`src/rtl/alu_req_sched_if.sv`:
```
// Bundle between requesters, the shared ALU and the response consumer.
// The slave modport is the scheduler's view; master is the surrounding system.
interface alu_req_sched_if #(
   parameter int DATA_WIDTH = 8,
   parameter int CMD_WIDTH  = 4,
   parameter int NUM_REQ    = 4
);
   localparam int ID_W = $clog2(NUM_REQ);

   logic [NUM_REQ-1:0]            req_valid;
   logic [NUM_REQ-1:0]            req_ready;
   logic [NUM_REQ-1:0]            req_mode;
   logic [NUM_REQ-1:0]            req_cin;
   logic [2*NUM_REQ-1:0]          req_inp_valid;
   logic [CMD_WIDTH*NUM_REQ-1:0]  req_cmd;
   logic [DATA_WIDTH*NUM_REQ-1:0] req_opa;
   logic [DATA_WIDTH*NUM_REQ-1:0] req_opb;

   logic                  alu_ce;
   logic                  alu_mode;
   logic                  alu_cin;
   logic [1:0]            alu_inp_valid;
   logic [CMD_WIDTH-1:0]  alu_cmd;
   logic [DATA_WIDTH-1:0] alu_opa;
   logic [DATA_WIDTH-1:0] alu_opb;
   logic [DATA_WIDTH:0]   alu_res;
   logic                  alu_oflow, alu_cout, alu_g, alu_l, alu_e, alu_err;

   logic                  rsp_valid;
   logic                  rsp_ready;
   logic [ID_W-1:0]       rsp_id;
   logic [DATA_WIDTH:0]   rsp_res;
   logic [5:0]            rsp_flags;
   logic                  busy;

   modport slave (
      input  req_valid, req_mode, req_cin, req_inp_valid, req_cmd, req_opa, req_opb,
      output req_ready,
      output alu_ce, alu_mode, alu_cin, alu_inp_valid, alu_cmd, alu_opa, alu_opb,
      input  alu_res, alu_oflow, alu_cout, alu_g, alu_l, alu_e, alu_err,
      output rsp_valid, rsp_id, rsp_res, rsp_flags, busy,
      input  rsp_ready
   );

   modport master (
      output req_valid, req_mode, req_cin, req_inp_valid, req_cmd, req_opa, req_opb,
      input  req_ready,
      input  alu_ce, alu_mode, alu_cin, alu_inp_valid, alu_cmd, alu_opa, alu_opb,
      output alu_res, alu_oflow, alu_cout, alu_g, alu_l, alu_e, alu_err,
      input  rsp_valid, rsp_id, rsp_res, rsp_flags, busy,
      output rsp_ready
   );
endinterface

```
`src/rtl/alu_req_sched.sv`:
```
// Round-robin scheduler sharing one ALU among NUM_REQ requesters, one op in
// flight; results come back on a single response channel tagged with the id.
module alu_req_sched #(
   parameter int          DATA_WIDTH   = 8,
   parameter int          CMD_WIDTH    = 4,
   parameter int          NUM_REQ      = 4,
   parameter int          ALU_LAT      = 1,
   parameter int          MUL_LAT      = 2,
   parameter logic [15:0] MUL_CMD_MASK = 16'h0600
) (
   input logic       clk,
   input logic       rst,
   alu_req_sched_if.slave bus
);
   localparam int         ID_W      = $clog2(NUM_REQ);
   localparam logic [3:0] ALU_LAT_V = 4'(ALU_LAT);
   localparam logic [3:0] MUL_LAT_V = 4'(MUL_LAT);

   typedef enum logic [1:0] {IDLE, ISSUE, WAIT, RESP} state_t;

   state_t                state_q, state_d;
   logic [ID_W-1:0]       rr_ptr;
   int                    grant_idx;
   logic                  any_valid;
   logic                  accept;
   logic                  capture;

   logic                  p_mode, p_cin;
   logic [1:0]            p_inp_valid;
   logic [CMD_WIDTH-1:0]  p_cmd;
   logic [DATA_WIDTH-1:0] p_opa, p_opb;
   logic [ID_W-1:0]       p_id;

   logic [3:0]            lat;
   logic [3:0]            cnt;
   logic [DATA_WIDTH:0]   r_res;
   logic [5:0]            r_flags;
   logic [ID_W-1:0]       r_id;

   // Scan downward so the last hit is the requester closest after rr_ptr.
   always_comb begin
      grant_idx = 0;
      any_valid = 1'b0;
      for (int i = NUM_REQ; i >= 1; i--) begin
         if (bus.req_valid[(int'(rr_ptr) + i) % NUM_REQ]) begin
            grant_idx = (int'(rr_ptr) + i) % NUM_REQ;
            any_valid = 1'b1;
         end
      end
   end

   assign lat = (p_mode && MUL_CMD_MASK[p_cmd]) ? MUL_LAT_V : ALU_LAT_V;

   always_comb begin
      state_d       = state_q;
      bus.req_ready = '0;
      accept        = 1'b0;
      capture       = 1'b0;
      case (state_q)
         IDLE: begin
            if (any_valid) begin
               accept                   = 1'b1;
               bus.req_ready[grant_idx] = 1'b1;
               state_d                  = ISSUE;
            end
         end
         ISSUE: begin
            if (lat == 4'd1) begin
               capture = 1'b1;
               state_d = RESP;
            end else begin
               state_d = WAIT;
            end
         end
         WAIT: begin
            if (cnt == 4'd0) begin
               capture = 1'b1;
               state_d = RESP;
            end
         end
         RESP: begin
            if (bus.rsp_ready) state_d = IDLE;
         end
         default: state_d = IDLE;
      endcase
   end

   always_ff @(posedge clk or posedge rst) begin
      if (rst) state_q <= IDLE;
      else     state_q <= state_d;
   end

   // cnt holds the number of WAIT cycles still to go after the current one,
   // so the capture edge lands exactly lat clocks after entering ISSUE.
   always_ff @(posedge clk or posedge rst) begin
      if (rst) begin
         rr_ptr      <= ID_W'(NUM_REQ - 1);
         p_mode      <= 1'b0;
         p_cin       <= 1'b0;
         p_inp_valid <= 2'b00;
         p_cmd       <= '0;
         p_opa       <= '0;
         p_opb       <= '0;
         p_id        <= '0;
         cnt         <= '0;
         r_res       <= '0;
         r_flags     <= '0;
         r_id        <= '0;
      end else begin
         if (accept) begin
            p_mode      <= bus.req_mode[grant_idx];
            p_cin       <= bus.req_cin[grant_idx];
            p_inp_valid <= bus.req_inp_valid[grant_idx*2 +: 2];
            p_cmd       <= bus.req_cmd[grant_idx*CMD_WIDTH +: CMD_WIDTH];
            p_opa       <= bus.req_opa[grant_idx*DATA_WIDTH +: DATA_WIDTH];
            p_opb       <= bus.req_opb[grant_idx*DATA_WIDTH +: DATA_WIDTH];
            p_id        <= grant_idx[ID_W-1:0];
            rr_ptr      <= grant_idx[ID_W-1:0];
         end
         if (state_q == ISSUE)     cnt <= lat - 4'd2;
         else if (state_q == WAIT) cnt <= cnt - 4'd1;
         if (capture) begin
            r_res   <= bus.alu_res;
            r_flags <= {bus.alu_oflow, bus.alu_cout, bus.alu_g, bus.alu_l, bus.alu_e, bus.alu_err};
            r_id    <= p_id;
         end
      end
   end

   // Operands keep their last value between ops; only ce and inp_valid drop.
   assign bus.alu_ce        = (state_q == ISSUE) || (state_q == WAIT);
   assign bus.alu_inp_valid = bus.alu_ce ? p_inp_valid : 2'b00;
   assign bus.alu_mode      = p_mode;
   assign bus.alu_cin       = p_cin;
   assign bus.alu_cmd       = p_cmd;
   assign bus.alu_opa       = p_opa;
   assign bus.alu_opb       = p_opb;

   assign bus.rsp_valid = (state_q == RESP);
   assign bus.rsp_id    = r_id;
   assign bus.rsp_res   = r_res;
   assign bus.rsp_flags = r_flags;
   assign bus.busy      = (state_q != IDLE);
endmodule
```
`src/flat_wrapper.sv`:
```
// flat-port wrapper written by rule: the top's interface ports become plain ports
module alu_req_sched_flat 
#(
   parameter int          DATA_WIDTH   = 8,
   parameter int          CMD_WIDTH    = 4,
   parameter int          NUM_REQ      = 4,
   parameter int          ALU_LAT      = 1,
   parameter int          MUL_LAT      = 2,
   parameter logic [15:0] MUL_CMD_MASK = 16'h0600
)
  (clk, rst, bus_req_valid, bus_req_mode, bus_req_cin, bus_req_inp_valid, bus_req_cmd, bus_req_opa, bus_req_opb, bus_req_ready, bus_alu_ce, bus_alu_mode, bus_alu_cin, bus_alu_inp_valid, bus_alu_cmd, bus_alu_opa, bus_alu_opb, bus_alu_res, bus_alu_oflow, bus_alu_cout, bus_alu_g, bus_alu_l, bus_alu_e, bus_alu_err, bus_rsp_valid, bus_rsp_id, bus_rsp_res, bus_rsp_flags, bus_busy, bus_rsp_ready);
  alu_req_sched_if #(.DATA_WIDTH(DATA_WIDTH), .CMD_WIDTH(CMD_WIDTH), .NUM_REQ(NUM_REQ)) bus_i ();
  input logic clk;
  input logic rst;
  input wire logic [$bits(bus_i.req_valid)-1:0] bus_req_valid;
  input wire logic [$bits(bus_i.req_mode)-1:0] bus_req_mode;
  input wire logic [$bits(bus_i.req_cin)-1:0] bus_req_cin;
  input wire logic [$bits(bus_i.req_inp_valid)-1:0] bus_req_inp_valid;
  input wire logic [$bits(bus_i.req_cmd)-1:0] bus_req_cmd;
  input wire logic [$bits(bus_i.req_opa)-1:0] bus_req_opa;
  input wire logic [$bits(bus_i.req_opb)-1:0] bus_req_opb;
  output wire logic [$bits(bus_i.req_ready)-1:0] bus_req_ready;
  output wire logic [$bits(bus_i.alu_ce)-1:0] bus_alu_ce;
  output wire logic [$bits(bus_i.alu_mode)-1:0] bus_alu_mode;
  output wire logic [$bits(bus_i.alu_cin)-1:0] bus_alu_cin;
  output wire logic [$bits(bus_i.alu_inp_valid)-1:0] bus_alu_inp_valid;
  output wire logic [$bits(bus_i.alu_cmd)-1:0] bus_alu_cmd;
  output wire logic [$bits(bus_i.alu_opa)-1:0] bus_alu_opa;
  output wire logic [$bits(bus_i.alu_opb)-1:0] bus_alu_opb;
  input wire logic [$bits(bus_i.alu_res)-1:0] bus_alu_res;
  input wire logic [$bits(bus_i.alu_oflow)-1:0] bus_alu_oflow;
  input wire logic [$bits(bus_i.alu_cout)-1:0] bus_alu_cout;
  input wire logic [$bits(bus_i.alu_g)-1:0] bus_alu_g;
  input wire logic [$bits(bus_i.alu_l)-1:0] bus_alu_l;
  input wire logic [$bits(bus_i.alu_e)-1:0] bus_alu_e;
  input wire logic [$bits(bus_i.alu_err)-1:0] bus_alu_err;
  output wire logic [$bits(bus_i.rsp_valid)-1:0] bus_rsp_valid;
  output wire logic [$bits(bus_i.rsp_id)-1:0] bus_rsp_id;
  output wire logic [$bits(bus_i.rsp_res)-1:0] bus_rsp_res;
  output wire logic [$bits(bus_i.rsp_flags)-1:0] bus_rsp_flags;
  output wire logic [$bits(bus_i.busy)-1:0] bus_busy;
  input wire logic [$bits(bus_i.rsp_ready)-1:0] bus_rsp_ready;
  assign bus_i.req_valid = bus_req_valid;
  assign bus_i.req_mode = bus_req_mode;
  assign bus_i.req_cin = bus_req_cin;
  assign bus_i.req_inp_valid = bus_req_inp_valid;
  assign bus_i.req_cmd = bus_req_cmd;
  assign bus_i.req_opa = bus_req_opa;
  assign bus_i.req_opb = bus_req_opb;
  assign bus_req_ready = bus_i.req_ready;
  assign bus_alu_ce = bus_i.alu_ce;
  assign bus_alu_mode = bus_i.alu_mode;
  assign bus_alu_cin = bus_i.alu_cin;
  assign bus_alu_inp_valid = bus_i.alu_inp_valid;
  assign bus_alu_cmd = bus_i.alu_cmd;
  assign bus_alu_opa = bus_i.alu_opa;
  assign bus_alu_opb = bus_i.alu_opb;
  assign bus_i.alu_res = bus_alu_res;
  assign bus_i.alu_oflow = bus_alu_oflow;
  assign bus_i.alu_cout = bus_alu_cout;
  assign bus_i.alu_g = bus_alu_g;
  assign bus_i.alu_l = bus_alu_l;
  assign bus_i.alu_e = bus_alu_e;
  assign bus_i.alu_err = bus_alu_err;
  assign bus_rsp_valid = bus_i.rsp_valid;
  assign bus_rsp_id = bus_i.rsp_id;
  assign bus_rsp_res = bus_i.rsp_res;
  assign bus_rsp_flags = bus_i.rsp_flags;
  assign bus_busy = bus_i.busy;
  assign bus_i.rsp_ready = bus_rsp_ready;
  alu_req_sched #(.DATA_WIDTH(DATA_WIDTH), .CMD_WIDTH(CMD_WIDTH), .NUM_REQ(NUM_REQ), .ALU_LAT(ALU_LAT), .MUL_LAT(MUL_LAT), .MUL_CMD_MASK(MUL_CMD_MASK)) u_core (.clk(clk), .rst(rst), .bus(bus_i));
endmodule
```
`config.mk`:
```
export PLATFORM = sky130hd
export DESIGN_NAME = alu_req_sched_flat
export DESIGN_NICKNAME = d
export VERILOG_FILES = /design/src/rtl/alu_req_sched_if.sv /design/src/rtl/alu_req_sched.sv /design/src/flat_wrapper.sv
export SDC_FILE = /design/constraint.sdc
export NUM_CORES = 1
export LEC_CHECK = 0
export CAP_MARGIN = 25
export CORE_MARGIN = 4
export CORE_UTILIZATION = 42
export CTS_BUF_LIST = sky130_fd_sc_hd__clkbuf_16
export DETAILED_ROUTE_END_ITERATION = 7
export MAX_ROUTING_LAYER = met4
export PLACE_DENSITY_LB_ADDON = 0.05
export SYNTH_ARGS = -nofsm -noshare
export SYNTH_HDL_FRONTEND = slang
export SYNTH_SLANG_ARGS = --single-unit
export TNS_END_PERCENT = 5
```
`constraint.sdc`:
```
create_clock -name clk -period 3.85 [get_ports clk]
set_input_delay 0.77 -clock clk [delete_from_list [all_inputs] [get_ports clk]]
set_output_delay 0.77 -clock clk [all_outputs]
set_load 0.1 [all_outputs]
```
==> impl_metrics.json <==
{
  "fmax_mhz": 298,
  "dp_hpwl_um": 7330,
  "drv_slew": 0,
  "grt_pass1_vias": 2906,
  "synth_top_area_share_pct": 40.5,
  "status": "complete, no violations",
  "worstSetupStartpointType": "input pin",
  "vias": 2885,
  "first_pass_iters": 4,
  "n_antenna_cell": 0,
  "finalCritPeriodShare_pct": 87.2,
  "syn_area_per_cell_um2": 10.7,
  "relSlewSlack_pct": 32.0,
  "fin_crit_ns": 3.36,
  "ys.flop_type": "dfrtp_1",
  "core_um2": 6910,
  "die_w_um": 92.9,
  "post_cts_resized": 0,
  "setup_violations": 0,
  "remaining_drc_errors": 0,
  "yosys.area.top_type": "dfrtp_1",
  "crit_start": "bus_req_valid[1]",
  "routed_wl_um": 9480,
  "endpoint_kind": "primary output",
  "yosysSeqAreaShare_pct": 42.2,
  "worstPathMaxFanout": 14,
  "synthToLayoutAreaGrowth_pct": 63.8,
  "synth_cells": 284,
  "cts.sinks": 51,
  "drt_iter0_markers": 81,
  "drive_gt1_share_pct": 13.6,
  "cap_violations": 0,
  "clock_latency_ns": 0.28,
  "tns_ns": 0,
  "cts_max_level": 2,
  "rsz0062_at_grt": "false",
  "yosysUniqueCellTypes": 37,
  "io_pins": 166,
  "synth_area_um2": 3030,
  "synth_top_cells_by_area": "dfrtp_1, mux2i_1, a211oi_1",
  "path_clk_slew_ns": 0.07,
  "fin_cells": 543,
  "rr_startpoint": "u_core.state_q[0]$_DFFE_PP0P_",
  "synth-edff-count": 0,
  "crit_end": "bus_req_ready[2]",
  "ff2ff_path_depth": 8,
  "row_count": 30,
  "fp.dieH_um": 92.9,
  "cp.required_ns": 3.08,
  "cts.hold.buffers_added": 0,
  "finalNetCount": 569,
  "synthArstFlopShare_pct": 100,
  "drtAntennaViolNets": 0,
  "reg2reg_to": "u_core.p_inp_valid[0]$_DFFE_PP0P_",
  "grt_pass1_wl_um": 14400,
  "path_class": "in -> out",
  "synth_seq_cells": 51,
  "antenna_found_initial": 0,
  "hold_viol_final": 0,
  "cts_buffer_depth": 2,
  "tightest_slew_ns": 1.02,
  "cts_tree": "yes",
  "synth_most_common_cell": "dfrtp_1",
  "cp.arrival_ns": 2.59,
  "min_path_type": "reg -> reg",
  "cts_setup_buffers": 0,
  "overflow": 0,
  "skew_ns": 0.00430,
  "grtUsageTotal_pct": 21.8,
  "cts-buffers-inserted": 5,
  "synth_fp_nets": 407,
  "via_per_inst": 5.31,
  "placed_cells": 535,
  "die_area_um2": 8640,
  "grt_max_degree": 31,
  "wl_per_cell_um": 17.5,
  "ys.warnings.count": 0,
  "reg2reg_setup_slack_ns": 1.59,
  "port_buffers": 165,
  "initial_core_util_pct": 43.9,
  "clockRootBuffer": "clkbuf_16",
  "synth_common_cells": "dfrtp_1, nor2_1, a211oi_1, and4_1, mux2i_1",
  "gp_congestion": 0.800
}
[layout by cell type (no fill, tap or decap), drive strengths merged]
master	synthesis	routed
o21ai	13	13
mux2	17	17
or3b	1	1
and4	24	24
clkbuf	10	5
o311a	1	1
ha	5	5
xnor2	1	1
inv	8	10
a22o	2	2
and3	2	2
a211oi	48	48
mux2i	24	24
and2	2	2
nor2b	4	4
dfrtp	49	49
dfstp	2	2
nand2b	4	4
nor4	1	1
a21oi	3	3
or2	1	1
nor2	35	35
nand2	12	12
clkinv	0	1
clkdlybuf4s50	0	157
nor3	1	1
o31ai	2	2
buf	10	18
a41oi	1	1
nand3	1	1
[state kept, by name, summed over array words and instances (netlist names), 2 cells and up]
register and count:
u_core.state_q 2, u_core.bus.alu_opb 8, u_core.bus.rsp_res 9, u_core.bus.rsp_flags 6
u_core.bus.rsp_id 2, u_core.bus.alu_cmd 4, u_core.bus.alu_opa 8, u_core.cnt 4
u_core.p_id 2, u_core.rr_ptr 2, u_core.p_inp_valid 2
[critical path: stages]
cell	delay [ns]
clkdlybuf4s50_1	0.50
nor4_1	0.59
nor2_2	0.16
nand2_2	0.27
nor2_1	0.12
buf_12	0.18
[kinds of logic (layout without fill, tap and decap cells)]
| group | Yosys count | in the layout | synth area share, % |
|---|---|---|---|
| AND/OR/NAND/NOR | 88 | 88 | 16.4 |
| multiplexers | 41 | 41 | 14.2 |
| buffers and inverters | 28 | 191 | 4.71 |
| XOR/XNOR | 1 | 1 | 0.289 |
| AO/OA/AOI/OAI | 70 | 70 | 20.1 |
| flip-flops | 51 | 51 | 42.2 |
| adder cells (fa/ha/maj) | 5 | 5 | 2.06 |
[stage by stage]
| stage | worst slack (ns) | utilization (%) | area (um^2) | hold slack [ns] |
|---|---|---|---|---|
| 6_report | 0.491 | 71.9 | 4960 | 0.475 |
| 2_1_floorplan | 0.0138 | - | 3030 | 0.439 |
| 5_1_grt | 0.357 | 71.9 | 4960 | 0.517 |
| 3_3_place_gp | 0.590 | 69.4 | 4790 | 0.459 |
| 3_5_place_dp | 0.538 | 69.7 | 4810 | 0.465 |
| 4_1_cts | 0.521 | 71.9 | 4960 | 0.481 |
[final cells by class]
cell class              count  area, um^2
well taps                  96         120
clock inverters             3        26.3
flip-flops and latches     51        1280
multi-input cells         205        1620
inverters                   8        30.0
clock buffers               5         125
fillers                   564        1940
repair buffers            175        1770
[worst min-delay path by stage]
stage                                                  from  cells past startpoint  slack (ns)                                end
after floorplan                  u_core.p_id[1]$_DFFE_PP0P_                      2        0.44         u_core.p_id[1]$_DFFE_PP0P_
after global placement           u_core.p_id[1]$_DFFE_PP0P_                      2        0.46         u_core.p_id[1]$_DFFE_PP0P_
after detailed placement         u_core.p_id[1]$_DFFE_PP0P_                      2        0.47         u_core.p_id[1]$_DFFE_PP0P_
after CTS                        u_core.p_id[1]$_DFFE_PP0P_                      2        0.48         u_core.p_id[1]$_DFFE_PP0P_
after global routing      u_core.bus.rsp_res[0]$_DFFE_PP0P_                      1        0.52  u_core.bus.rsp_res[0]$_DFFE_PP0P_
final                            u_core.p_id[1]$_DFFE_PP0P_                      2        0.48         u_core.p_id[1]$_DFFE_PP0P_
[metal layers]
metal  vias up  track usage, %  wire, um
met5         -               -         0
met2       107            38.8      4930
li1       1392               -         -
met4         0            4.76       162
met1      1373            24.8      3800
met3        13            5.20       588
Power is not shown: default switching activity piles up to over one toggle a cycle in this logic, so the estimate is an artifact.
==> RTL change 1 (config.mk and constraints unchanged) <==
Re-encode `state_t` (4 states) as one-hot, 4 bits wide.
--- a/src/rtl/alu_req_sched.sv
+++ b/src/rtl/alu_req_sched.sv
@@ -18,3 +18,3 @@
 
-   typedef enum logic [1:0] {IDLE, ISSUE, WAIT, RESP} state_t;
+   typedef enum logic [3:0] {IDLE = 4'b0001, ISSUE = 4'b0010, WAIT = 4'b0100, RESP = 4'b1000} state_t;
 
Function: same outputs for any inputs over 4 cycles, from zero or initial values and one cycle with rst high; so few cycles prove little.
==> RTL change 1 against the unedited design <==
  * Design area down 3.9%
  * First-iteration DRC count down 4.9%
  * Synthesized area down 4.5%
  * Via count down 8.3%
  * Wire length down 7.1%
  * Worst setup slack worse by 0.077 ns
  * Sequential cell count up 2
  * Hold slack worse by 0.00057 ns
Power is not shown: default switching activity piles up to over one toggle a cycle in this logic, so the estimate is an artifact.
==> RTL change 1: results (changes against the unedited design) <==
R2R Setup Slk = 1.49 ns (was 1.59 ns)
Met1 Usage GRT = 25.4% (was 24.8%)
Worst r2r path cells = 6 (was 8)
Met2 WL post-DR = 4520 um (was 4930 um)
Share of layout cells above drive strength 1 = 12.6% (was 13.6%)
Worst setup path end = bus_req_ready[3] (was bus_req_ready[2])
Met3 usage = 6.45% (was 5.20%)
# fillers = 501 (was 564)
Final worst slack = 0.414 ns (was 0.491 ns)
Run status = finished clean (unchanged)
Leading post-synthesis cells by cell area = dfrtp_1 43%, mux2i_1 14%, mux2_2 6.6% (was dfrtp_1 40%, mux2i_1 7.9%, a211oi_1 7.9%)
CP delay by family, top = compound AO/OA/AOI/OAI gates (was simple AND/OR/NAND/NOR gates)
Hold slack = 0.474 ns (was 0.475 ns)
Synth async-reset ratio = 100% (unchanged)
Total Nets Final = 537 (was 569)
Fin Clk Skew = 0.00569 ns (was 0.00430 ns)
Critical path launch point = bus_req_valid[1] (unchanged)
Largest net degree at the start of global routing = 52 (was 31)
Slowest CP cell = clkdlybuf4s50_1 (was nor4_1)
First-pass GRT wire length = 14100 um (was 14400 um)
Reg2reg start = u_core.rr_ptr[0] (was u_core.state_q[0])
Synth top cells by count = 50 x dfrtp_1, 40 x mux2i_1, 30 x nand2_1 (was 49 x dfrtp_1, 35 x nor2_1, 32 x a211oi_1)
Final wirelength = 8810 um (was 9480 um)
Slew HR = 30.8% (was 32.0%)
Gpl congestion = 0.846 (was 0.800)
Placed Cells = 488 (was 535)
M2 GR Usage = 37.2% (was 38.8%)
CP peak stage delay = 0.50 ns (was 0.59 ns)
Post-detail-place hpwl = 6800 um (was 7330 um)
Post-synthesis net count = 374 (was 407)
Metal-1 WL = 3530 um (was 3800 um)
DR iter-0 viols = 77 (was 81)
Via count = 2646 (was 2885)
Place WS = 0.456 ns (was 0.538 ns)
Crit path DAT = 2.67 ns (was 2.59 ns)
Synth cell types = 42 (was 37)
CTS Buf Count = 5 (unchanged)
Gr usage total = 21.8% (about the same)
Register area share after synthesis = 46.0% (was 42.2%)
Number of global-route vias before repair = 2879 (was 2906)
Cell Area, Placed = 4600 um^2 (was 4810 um^2)
[RTL change 1: changes by cell type in the layout (fill, tap and decap cells not counted), moves of 16 or more]
cell      change
o221ai_1     +17
nand2_1      +20
nor2_1       -24
a211oi_2     -16
a211oi_1     -32
and4_1       -24
mux2i_1      +16
[RTL change 1: layout make-up]
type | count | area, um^2 | area share [%]
clock buffer | 5 | 125 | 2.62
clock inverter | 3 | 42.5 | 0.891
inverter | 6 | 22.5 | 0.472
multi-input combinational | 181 | 1430 | 29.9
sequential | 53 | 1330 | 27.9
tap | 77 | 96.3 | 2.02
timing repair buffer | 171 | 1730 | 36.2
[RTL change 1: kinds of logic after synthesis]
kind of cell	Yosys count	synth area share, %
XOR/XNOR	4	1.21
buffers and inverters	21	4.88
AO/OA/AOI/OAI	57	15.5
adder cells (fa/ha/maj)	1	0.432
AND/OR/NAND/NOR	62	11.5
flip-flops	53	46.0
multiplexers	57	20.4
==> RTL change 2 (config.mk and constraints unchanged) <==
Made on the original files. `DATA_WIDTH` is set to 8 in 3 places; all go to 7.
--- a/src/rtl/alu_req_sched_if.sv
+++ b/src/rtl/alu_req_sched_if.sv
@@ -3,3 +3,3 @@
 interface alu_req_sched_if #(
-   parameter int DATA_WIDTH = 8,
+   parameter int DATA_WIDTH = 7,
    parameter int CMD_WIDTH  = 4,
--- a/src/rtl/alu_req_sched.sv
+++ b/src/rtl/alu_req_sched.sv
@@ -3,3 +3,3 @@
 module alu_req_sched #(
-   parameter int          DATA_WIDTH   = 8,
+   parameter int          DATA_WIDTH   = 7,
    parameter int          CMD_WIDTH    = 4,
--- a/src/flat_wrapper.sv
+++ b/src/flat_wrapper.sv
@@ -3,3 +3,3 @@
 #(
-   parameter int          DATA_WIDTH   = 8,
+   parameter int          DATA_WIDTH   = 7,
    parameter int          CMD_WIDTH    = 4,
Interface: changed (6 resized); port bits go from 166 to 154. No check against the original RTL was run, so the function may have changed too.
==> RTL change 2 against the unedited design <==
  * Worst setup slack got worse by 0.32 ns
  * Sequential cell count fell by 3
  * Design area rose by 37%
  * Synthesized area rose by 55%
  * Wire length rose by 68%
  * Count of clock-buffer cells in the layout did not move
  * Critical endpoint unchanged
  * Largest cell class is now multi-input gates
Power is left out: the tool's default activity adds up to more than one toggle a clock period on the data nets, which glitch-free logic cannot reach.
==> RTL change 2: results (changes against the unedited design) <==
Run status = finished clean (unchanged)
CTS HTree Levels = 2 (unchanged)
Synth Area in Compound Gates = 19.2% (was 20.1%)
Buffers outside the clock class = 194 (was 175)
DR iter-0 viols = 560 (was 81)
Worst slew pin tran = 1.03 ns (was 1.02 ns)
Slowest CP cell = clkdlybuf4s50_1 (was nor4_1)
Non-clock buffer share = 28.3% (was 35.6%)
Adder-cell share of the synthesized area = 2.67% (was 2.06%)
Largest net degree at the start of global routing = 42 (was 31)
HP Start = u_core.p_inp_valid[0] (was u_core.p_id[1])
CTS Buf Count = 5 (unchanged)
Antenna-violating nets left = 0 (unchanged)
Post-detail-place hpwl = 12600 um (was 7330 um)
Via count = 4843 (was 2885)
Share of layout cells above drive strength 1 = 21.7% (was 13.6%)
Gr usage total = 25.0% (was 21.8%)
Clk_lat worst skew = 0.28 ns (about the same)
Sequential cell count = 48 (was 51)
Reg2reg start = u_core.rr_ptr[1] (was u_core.state_q[0])
Hold path cells = 2 (unchanged)
# fillers = 959 (was 564)
Gpl congestion = 0.895 (was 0.800)
Post-CTS Resized = 0 (unchanged)
Synth top cells by count = 61 x nand2_1, 46 x dfrtp_1, 38 x mux4_2 (was 49 x dfrtp_1, 35 x nor2_1, 32 x a211oi_1)
Post-synthesis net count = 605 (was 407)
Reg2reg end = u_core.bus.alu_opa[4] (was u_core.p_inp_valid[0])
R2R Setup Slk = 0.60 ns (was 1.59 ns)
Final wirelength = 15900 um (was 9480 um)
Synth async-reset ratio = 100% (unchanged)
Residual DRC = 0 (unchanged)
Hold Path End = u_core.p_inp_valid[0] (was u_core.p_id[1])
First-pass GRT wire length = 25400 um (was 14400 um)
Inverters = 16 (was 8)
Crit Path Max Fanout = 10 (was 14)
Leading post-synthesis cells by cell area = dfrtp_1 25%, mux4_2 18%, mux2_2 8.4% (was dfrtp_1 40%, mux2i_1 7.9%, a211oi_1 7.9%)
Number of I/O port buffers = 153 (was 165)
DRT Pass-1 Iters = 5 (was 4)
Flip-flop count of the largest register after layout = 8 (was 9)
Ys flop type = dfrtp_1 (unchanged)
Multi-input gates = 384 (was 205)
Post-synthesis xor/xnor area fraction = 0.187% (was 0.289%)
CP peak stage delay = 0.46 ns (was 0.59 ns)
Critical path launch point = bus_req_valid[1] (unchanged)
Worst Hold Class = flop to flop (unchanged)
YS warnings = 0 (unchanged)
Total Nets Final = 768 (was 569)
Crit path DAT = 2.91 ns (was 2.59 ns)
Seq/total area = 17.7% (was 25.8%)
Worst r2r path cells = 12 (was 8)
Multi-input gate area = 3260 um^2 (was 1620 um^2)
Root buf cell = clkbuf_16 (unchanged)
Post-CTS setup buffers = 0 (unchanged)
Worst-path clk slew = 0.06 ns
Synth cell types = 63 (was 37)
Fin Clk Skew = 0.00310 ns (was 0.00430 ns)
Register area share after synthesis = 25.7% (was 42.2%)
CTS Buffer Depth = 2 (unchanged)
Clock-cell share of area = 2.52% (was 3.05%)
Proportion of synthesized area in mux cells = 33.1% (was 14.2%)
==> RTL change 2: changes by cell type after synthesis, moves of 10 or more <==
cell      before  now
clkbuf_1      10   20
nand2_1       10   61
o21ai_0       10   26
and4_1        24    1
a211oi_1      32    4
mux2_2         7   35
nand3_1        1   18
a22oi_1        0   10
a211oi_2      16    1
mux4_2         0   38
==> RTL change 2: per-layer routing <==
layer,up-vias,track usage [%],share of wire [%]
met4,0,6.89,2.0
met1,2350,33.9,42
met2,242,39.9,49
li1,2224,-,-
met3,27,3.18,7.5
met5,-,-,0
==> RTL change 2: through the flow <==
| stage | worst slack, ns | instance area, um^2 | std cells | hold slack, ns |
|---|---|---|---|---|
| 4_1_cts | 0.176 | 6790 | 790 | 0.478 |
| 3_3_place_gp | -0.0649 | 6600 | 781 | 0.456 |
| 2_1_floorplan | -0.186 | 4690 | 486 | 0.442 |
| 5_1_grt | 0.0121 | 6790 | 790 | 0.521 |
| 3_5_place_dp | -0.0661 | 6620 | 782 | 0.463 |
| 6_report | 0.173 | 6790 | 790 | 0.471 |
==> RTL change 2: worst max-delay path by stage <==
stage                       endpoint  slack, ns  cells after the start
2_1_floorplan  u_core.bus.alu_opb[6]      -0.19                     12
3_3_place_gp   u_core.bus.alu_opb[3]      -0.06                     11
3_5_place_dp   u_core.bus.alu_opa[1]      -0.07                     10
4_1_cts             bus_req_ready[2]       0.18                      8
5_1_grt             bus_req_ready[2]       0.01                      8
6_report            bus_req_ready[2]       0.17                      8
==> RTL change 2: worst max-delay path: cells and delay by family <==
family	cells	cell delay (ns)
AOI/OAI and AO/OA	3	0.68
adders and majority gates	1	0.24
buffers and inverters	3	0.95
and+or+nand+nor	1	0.25
